### src/rtl/timer_pkg.sv
// Shared types and constants for the game elapsed-time counter.
package timer_pkg;

    typedef enum logic [1:0] {
        IDLE    = 2'd0,
        RUNNING = 2'd1,
        PAUSED  = 2'd2,
        EXPIRED = 2'd3
    } timer_state_t;

    localparam int BCD_W = 4;

    localparam logic [BCD_W-1:0] SEC_TENS_MAX = 4'd5;
    localparam logic [BCD_W-1:0] DIGIT_MAX    = 4'd9;

    // Convert 0..99 into two packed BCD digits {tens, ones}.
    function automatic logic [2*BCD_W-1:0] to_bcd2(input int v);
        logic [BCD_W-1:0] tens;
        logic [BCD_W-1:0] ones;
        tens = BCD_W'(v / 10);
        ones = BCD_W'(v % 10);
        return {tens, ones};
    endfunction

endpackage

### src/rtl/bcd_digit_counter.sv
// Single BCD digit that wraps at MAX and signals a carry on wrap.
module bcd_digit_counter
    import timer_pkg::*;
#(
    parameter logic [BCD_W-1:0] MAX = DIGIT_MAX
) (
    input  logic             clk,
    input  logic             reset,
    input  logic             clr,
    input  logic             en,
    output logic [BCD_W-1:0] q,
    output logic             carry
);

    logic [BCD_W-1:0] q_q;
    logic [BCD_W-1:0] q_d;

    // Clear wins over increment; wrap to zero after MAX.
    always_comb begin
        q_d = q_q;
        if (clr) begin
            q_d = '0;
        end else if (en) begin
            q_d = (q_q == MAX) ? '0 : q_q + 1'b1;
        end
    end

    // Digit register.
    always_ff @(posedge clk or posedge reset) begin
        if (reset) begin
            q_q <= '0;
        end else begin
            q_q <= q_d;
        end
    end

    assign q     = q_q;
    assign carry = en & (q_q == MAX);

endmodule

### src/rtl/game_timer.sv
// MM:SS elapsed-time counter with start/pause/clear control and a minute limit.
module game_timer
    import timer_pkg::*;
#(
    parameter int LIMIT_MIN = 99
) (
    input  logic             clk,
    input  logic             reset,
    input  logic             clk_1Hz,
    input  logic             start,
    input  logic             pause,
    input  logic             clear,
    output logic [BCD_W-1:0] sec_ones,
    output logic [BCD_W-1:0] sec_tens,
    output logic [BCD_W-1:0] min_ones,
    output logic [BCD_W-1:0] min_tens,
    output logic             running,
    output logic             sec_pulse,
    output logic             time_up
);

    // Minutes value from which the next minute carry reaches the limit.
    localparam logic [2*BCD_W-1:0] LAST_MIN = to_bcd2(LIMIT_MIN - 1);

    timer_state_t state_q, state_d;

    logic clk_1Hz_d;
    logic tick;
    logic inc;
    logic load;
    logic expire;
    logic c_so, c_st, c_mo, c_mt;
    logic running_q, sec_pulse_q, time_up_q;

    assign tick = clk_1Hz & ~clk_1Hz_d;

    // A tick counts only while RUNNING and not overridden by clear.
    assign inc  = (state_q == RUNNING) & tick & ~clear;

    // Digits are zeroed on clear and on a start that leaves IDLE.
    assign load = clear | ((state_q == IDLE) & start);

    // Seconds rolling over at the last allowed minute lands exactly on
    // LIMIT_MIN:00. The minute-tens carry (99:59 -> 00:00) is unreachable
    // for a legal limit but is folded in so the display can never wrap.
    assign expire = (c_st & ({min_tens, min_ones} == LAST_MIN)) | c_mt;

    // Rising-edge detector history for the 1 Hz wave.
    always_ff @(posedge clk or posedge reset) begin
        if (reset) begin
            clk_1Hz_d <= 1'b0;
        end else begin
            clk_1Hz_d <= clk_1Hz;
        end
    end

    bcd_digit_counter #(.MAX(DIGIT_MAX)) u_sec_ones (
        .clk   (clk),
        .reset (reset),
        .clr   (load),
        .en    (inc),
        .q     (sec_ones),
        .carry (c_so)
    );

    bcd_digit_counter #(.MAX(SEC_TENS_MAX)) u_sec_tens (
        .clk   (clk),
        .reset (reset),
        .clr   (load),
        .en    (c_so),
        .q     (sec_tens),
        .carry (c_st)
    );

    bcd_digit_counter #(.MAX(DIGIT_MAX)) u_min_ones (
        .clk   (clk),
        .reset (reset),
        .clr   (load),
        .en    (c_st),
        .q     (min_ones),
        .carry (c_mo)
    );

    bcd_digit_counter #(.MAX(DIGIT_MAX)) u_min_tens (
        .clk   (clk),
        .reset (reset),
        .clr   (load),
        .en    (c_mo),
        .q     (min_tens),
        .carry (c_mt)
    );

    // Next-state logic: clear > start > pause; expiry beats a coincident pause.
    always_comb begin
        state_d = state_q;
        if (clear) begin
            state_d = IDLE;
        end else begin
            case (state_q)
                IDLE: begin
                    if (start) state_d = RUNNING;
                end
                RUNNING: begin
                    if (inc && expire) state_d = EXPIRED;
                    else if (pause)    state_d = PAUSED;
                end
                PAUSED: begin
                    if (pause) state_d = RUNNING;
                end
                EXPIRED: begin
                    state_d = EXPIRED;
                end
                default: state_d = IDLE;
            endcase
        end
    end

    // State register and registered status outputs.
    always_ff @(posedge clk or posedge reset) begin
        if (reset) begin
            state_q     <= IDLE;
            running_q   <= 1'b0;
            time_up_q   <= 1'b0;
            sec_pulse_q <= 1'b0;
        end else begin
            state_q     <= state_d;
            running_q   <= (state_d == RUNNING);
            time_up_q   <= (state_d == EXPIRED);
            sec_pulse_q <= inc;
        end
    end

    assign running   = running_q;
    assign time_up   = time_up_q;
    assign sec_pulse = sec_pulse_q;

endmodule

### config.mk
export PLATFORM = sky130hd
export DESIGN_NAME = game_timer
export DESIGN_NICKNAME = d
export VERILOG_FILES = /design/src/rtl/timer_pkg.sv /design/src/rtl/bcd_digit_counter.sv /design/src/rtl/game_timer.sv
export SDC_FILE = /design/constraint.sdc
export NUM_CORES = 1
export LEC_CHECK = 0
export ABC_AREA = 1
export CORE_ASPECT_RATIO = 1.1
export CORE_MARGIN = 2
export CORE_UTILIZATION = 42
export DETAILED_ROUTE_END_ITERATION = 12
export PLACE_DENSITY = 0.63
export SLEW_MARGIN = 5
export SYNTH_ARGS = -nofsm -noshare
export SYNTH_HDL_FRONTEND = slang
export SYNTH_HIERARCHICAL = 1
export SYNTH_SLANG_ARGS = --single-unit
### constraint.sdc
create_clock -name clk -period 2.5 [get_ports clk]
set_input_delay 0.625 -clock clk [delete_from_list [all_inputs] [get_ports clk]]
set_output_delay 0.625 -clock clk [all_outputs]
set_load 0.01 [all_outputs]
**After elaboration in Yosys (flattened, before gate mapping)**

Index checks and enable logic that the tools add are counted.

- Bits in registers: 22
- Bits of input ports: 6
- Output and inout port bits: 19
- Logic and storage cells: 60

- Add/subtract/negate cells: 4
- Equal/unequal tests: 10
- Mux-type cells: 18
- Bitwise logic cells: 13
- Reduce and logical (&&, ||, !) cells: 6

Operators with widths:

| operator | number |
|---|---|
| $mux W4 | 12 |
| $add A4 B1 Y4 const B | 4 |
| $eq A4 B4 Y1 const B | 3 |
| $mux W2 | 5 |
| $and A1 B1 Y1 | 9 |
| $eq A8 B8 Y1 const B | 1 |
| $pmux W2 S4 | 1 |
| $reduce_bool A2 Y1 | 4 |
| $eq A2 B2 Y1 const B | 3 |
| $eq A2 B1 Y1 const B | 2 |
| $eq A4 B3 Y1 const B | 1 |
| $logic_not A2 Y1 | 1 |
| $not A1 Y1 | 2 |
| $or A1 B1 Y1 | 2 |
| $logic_and A1 B1 Y1 | 1 |

**Longest topological paths before layout**

- Depth in word-level cells: 14
- Gate-level depth with buffers: 18
- Depth with buffers taken out: 18

**Hierarchy**

The synthesis kept the hierarchy.

Modules (own cells, without submodules):

| module | times used | cells an instance | area an instance (um2) | sequential area each (um2) |
|---|---|---|---|---|
| bcd_digit_counter at u_min_ones ... | 3 | 37 | 269.0 | 100.1 |
| game_timer | 1 | 44 | 304.0 | 150.1 |
| bcd_digit_counter at u_sec_tens | 1 | 41 | 266.5 | 100.1 |

**Least setup slack after synthesis**

No wires, ideal clock.

- Path kind: input -> register
- Start: input clear
- End: register running_q (netlist: running)
- Library setup time: 0.118 ns
- Arrival: 2.074 ns
- Required time: 2.382 ns
- Path slack: 0.308 ns
- Stages on the path: 18
- Path buffers: 0
- Cells stage by stage: nor2_1 > nand2_1 > nor2_2 > inv_2 > nor2_1 > inv_1 > nor2_1 > inv_2 > nor2_1 > inv_2 > nor2_1 > inv_1 > nand2_1 > nand2_1 > nand2_1 > nand2_1 > nand2_1 > nor2_1

- Longest elaborated chain between the ends: 12
- Elaborated cells on any way between the ends: 13
- Classes of those cells: eq/ne: 1; mux: 3; bitwise: 8; reduce/logical: 1

RTL lines:

| what | line | source |
|---|---|---|
| start: declaration | game_timer.sv:12 | `input logic clear,` |
| $not A1 Y1 | game_timer.sv:38 | `assign inc = (state_q == RUNNING) & tick & ~clear;` |
| $and A1 B1 Y1 | game_timer.sv:38 |  |
| net inc | game_timer.sv:29 | `logic inc;` |
| $and A1 B1 Y1 | bcd_digit_counter.sv:38 | `assign carry = en & (q_q == MAX);` |
| net c_so | game_timer.sv:32 | `logic c_so, c_st, c_mo, c_mt;` |
| $and A1 B1 Y1 | bcd_digit_counter.sv:38 |  |
| net c_st | game_timer.sv:32 |  |
| $and A1 B1 Y1 | bcd_digit_counter.sv:38 |  |
| net c_mo | game_timer.sv:32 |  |
| $and A1 B1 Y1 | bcd_digit_counter.sv:38 |  |
| net c_mt | game_timer.sv:32 |  |
| $or A1 B1 Y1 | game_timer.sv:46 | `assign expire = (c_st & ({min_tens, min_ones} == LAST_MIN)) \| c_mt;` |
| $logic_and A1 B1 Y1 | game_timer.sv:104 | `if (inc && expire) state_d = EXPIRED;` |
| $mux W2 | game_timer.sv:104 |  |
| $pmux W2 S4 | game_timer.sv:99 | `case (state_q)` |
| $mux W2 | game_timer.sv:96 | `if (clear) begin` |
| $eq A2 B1 Y1 | game_timer.sv:127 | `running_q <= (state_d == RUNNING);` |
| end signal: assignment | game_timer.sv:127 |  |
| end: declaration | game_timer.sv:33 | `logic running_q, sec_pulse_q, time_up_q;` |

The timed path passes the listed nets, and every way through them passes these cells.
A chain may end at the register's enable or synchronous reset.

**Worst setup path after layout**

- Start: input clear
- End: register time_up_q (netlist: time_up)

- Longest elaborated chain between the ends: 12
- Elaborated cells on any way between the ends: 13
- Classes of those cells: eq/ne: 1; mux: 3; bitwise: 8; reduce/logical: 1

RTL lines:

| what | line | source |
|---|---|---|
| $not A1 Y1 | game_timer.sv:38 |  |
| $and A1 B1 Y1 | game_timer.sv:38 |  |
| net inc | game_timer.sv:29 |  |
| $and A1 B1 Y1 | bcd_digit_counter.sv:38 |  |
| net c_so | game_timer.sv:32 |  |
| $and A1 B1 Y1 | bcd_digit_counter.sv:38 |  |
| net c_st | game_timer.sv:32 |  |
| $and A1 B1 Y1 | bcd_digit_counter.sv:38 |  |
| net c_mo | game_timer.sv:32 |  |
| $and A1 B1 Y1 | bcd_digit_counter.sv:38 |  |
| net c_mt | game_timer.sv:32 |  |
| $or A1 B1 Y1 | game_timer.sv:46 |  |
| $logic_and A1 B1 Y1 | game_timer.sv:104 |  |
| $mux W2 | game_timer.sv:104 |  |
| $pmux W2 S4 | game_timer.sv:99 |  |
| $mux W2 | game_timer.sv:96 |  |
| $eq A2 B2 Y1 | game_timer.sv:128 | `time_up_q <= (state_d == EXPIRED);` |
| end signal: assignment | game_timer.sv:128 |  |
| end: declaration | game_timer.sv:33 |  |

The timed path passes the listed nets, and every way through them passes these cells.

==> flow_summary.toml <==
[synth]
syn_area_per_cell_um2 = 7.03
synthSimpleGateAreaFrac_pct = 36.4
synth.mux.area_fraction_pct = 0
synth_top_family_by_area = "simple AND/OR/NAND/NOR gates"
synth_area_leaders = "dfrtp_1 (40%), nand2_1 (15%), inv_1 (9.8%)"
syn-num-nets = 210
synth-xor-area-share_pct = 0
synth.most_common_cell = "nand2_1"
ys.flop_type = "dfrtp_1"
synth_seq_cells = 22
yosysUniqueCellTypes = 17
synthCells = 196
yosysTopAreaCell = "dfrtp_1"
syn_area_um2 = 1380
synth-adder-area-share_pct = 7.27
ys_async_sr_fraction_pct = 100
yosysSeqAreaShare_pct = 40.0
yosysWarnings = 6
synth_compound_area_share_pct = 4.90
synth.top_cell.area_share_pct = 40.0
synth-edff-count = 0
yosys-top-cells-count = "nand2_1 (56), inv_1 (36), dfrtp_1 (22)"

[clock_network]
cts_buffer_depth = 2
cts_tree = "yes"
postCtsResizedCells = 0
cts.sinks = 22
htree_levels = 1
clk_pin_slew_ns = 0.13
cts-root-buf = "clkbuf_4"
postCtsHoldBufs = 0
numCtsBuffers = 3
clk_latency_ns = 0.32
post-cts-setup-buffers = 0

[power]
powerDensity_nw_per_um2 = 400
ir_drop_v = 0.000250
leakagePower_nw = 0.891

[floorplan]
fp.dieW_um = 58.6
start_util_pct = 44.4
std_cell_rows = 21
fp.coreArea_um2 = 3100
die_y_um = 64.1
dieArea_um2 = 3750
num_io_pins = 25

[grt]
grt_usage_pct = 17.8
grt_pass1_vias = 1250
grt_max_degree = 14
gr-total-overflow = 0
grt_pass1_wl_mm = 5.28
antenna_found_initial = 0

[placement]
dp_worst_setup_slack_ns = -0.105
port_buffers = 24
gp_congestion = 0.847
dpl_cell_area_um2 = 1720
hpwlAfterDp_mm = 2.30

[finish]
drive_above_1_share_pct = 14.7
fin_area_um2 = 1770
nNetsFinal = 247
area_growth_pct = 28.7
antennaDiodeCount = 0

[status]
violations = "design-rule violations"
status = "complete, but fails checks"

[routing]
drt_iter0_markers = 52
ant_nets = 0
drc = 1
routedWlPerCell_um = 11.1
wl_mm = 2.95
drt_pass1_iterations = 8
avgViaCountPerCell = 4.88
num_vias = 1299

[flow_run]
cap_violations = 0

[setup_path]
crit_fanout = 3
crit_required_ns = 2.76
crit_path_start_kind = "input pin"
path_class = "in -> reg"
setup.worst_path.end_class = "flip-flop"
reg2reg_slack_ns = 0.47
critPathArrivalTime_ns = 2.49

[timing]
skew_ns = 0.00943
max_freq_ghz = 0.447
post-route-period-util_pct = 89.4
slew-limit-headroom_pct = 82.6
hold_viol = 0
min_period_ns = 2.24
setup_slack_ns = 0.265
max_slew.worst_pin.slew_ns = 0.261
final.setup.tns_ns = 0
rsz0062_at_grt = "no"
maxSlewViolCount = 0
setup_violations = 0

[min_path]
min-delay-path-class = "reg -> reg"
worst paths after layout:
path | start | endpoint | depth (start not counted)
worst max-delay path | clear | time_up$_DFF_PP0_ | 18
worst min-delay path | u_sec_tens/q[3]$_DFFE_PP0P_ | u_sec_tens/q[3]$_DFFE_PP0P_ | 2
worst max register to register | u_sec_ones/q[1]$_DFFE_PP0P_ | time_up$_DFF_PP0_ | 16
worst min register to register | u_sec_tens/q[3]$_DFFE_PP0P_ | u_sec_tens/q[3]$_DFFE_PP0P_ | 2
max in group asynchronous | reset | clk_1Hz_d$_DFF_PP0_ | 2
min in group asynchronous | reset | u_min_tens/q[3]$_DFFE_PP0P_ | 2
layer usage:
| metal | global-route usage (%) | up-vias | share of wire, % |
|---|---|---|---|
| met5 | 0 | - | 0 |
| met4 | 7.95 | 0 | 1.9 |
| met3 | 3.04 | 6 | 2.9 |
| met2 | 29.1 | 27 | 49 |
| met1 | 22.7 | 600 | 46 |
| li1 | - | 666 | - |
report_power, final:
part | switching [mW] | internal [mW]
clock | 0.116 | 0.162
sequential | 0.00441 | 0.362
combinational | 0.0395 | 0.0255
total | 0.160 | 0.550
area by class of cell:
type                            instances  area, µm²
Sequential cell                        22        551
Timing Repair Buffer                   32        300
Clock inverter                          1       30.0
Clock buffer                            3       22.5
Tap cell                               34       42.5
Fill cell                             307       1330
Inverter                               42        158
Multi-Input combinational cell        132        669
registers in the layout, indices dropped and copies added (netlist names):
name	cells
running	1
u_sec_ones/q	4
u_sec_tens/q	4
sec_pulse	1
state_q	2
time_up	1
u_min_ones/q	4
clk_1Hz_d	1
u_min_tens/q	4
worst max-delay path, stage by stage:
cell and delay (ns):
clkdlybuf4s50_1 0.42, nor2_1 0.10, nand2_1 0.06, nor2_2 0.11, inv_2 0.05, nor2_1 0.13, inv_1 0.07, nor2_1 0.16
inv_2 0.05, nor2_1 0.15, inv_2 0.05, nor2_1 0.09, inv_1 0.04, nand2_1 0.06, nand2_1 0.06, nand2_1 0.05
nand2_1 0.07, a21oi_1 0.14
per-stage QoR:
stage	total power, mW	hold WS (ns)	std cells	utilization, %
after floorplan	0.411	0.391	196	-
after global placement	0.437	0.534	262	55.5
after detailed placement	0.439	0.547	262	55.5
after CTS	0.719	0.583	266	57.2
after global routing	0.743	0.636	266	57.2
final	0.710	0.573	266	57.2
layout by cell type (no fill, tap or decap), drive strengths merged, types with 4 or more instances in the layout:
cell type and n:
dfrtp 22, nor2 24, nand3 19, ha 8, clkdlybuf4s50 24, o21ai 10, inv 42, nand4 4
nand2 62, buf 8
cells by family (layout without fill, tap and decap cells):
group	Yosys count	after routing
and+or+nand+nor	111	111
DFF	22	22
AOI/OAI and AO/OA	13	13
adders and majority gates	8	8
buffers and inverters	42	78
No activity file was read; power rests on OpenSTA's default activity.
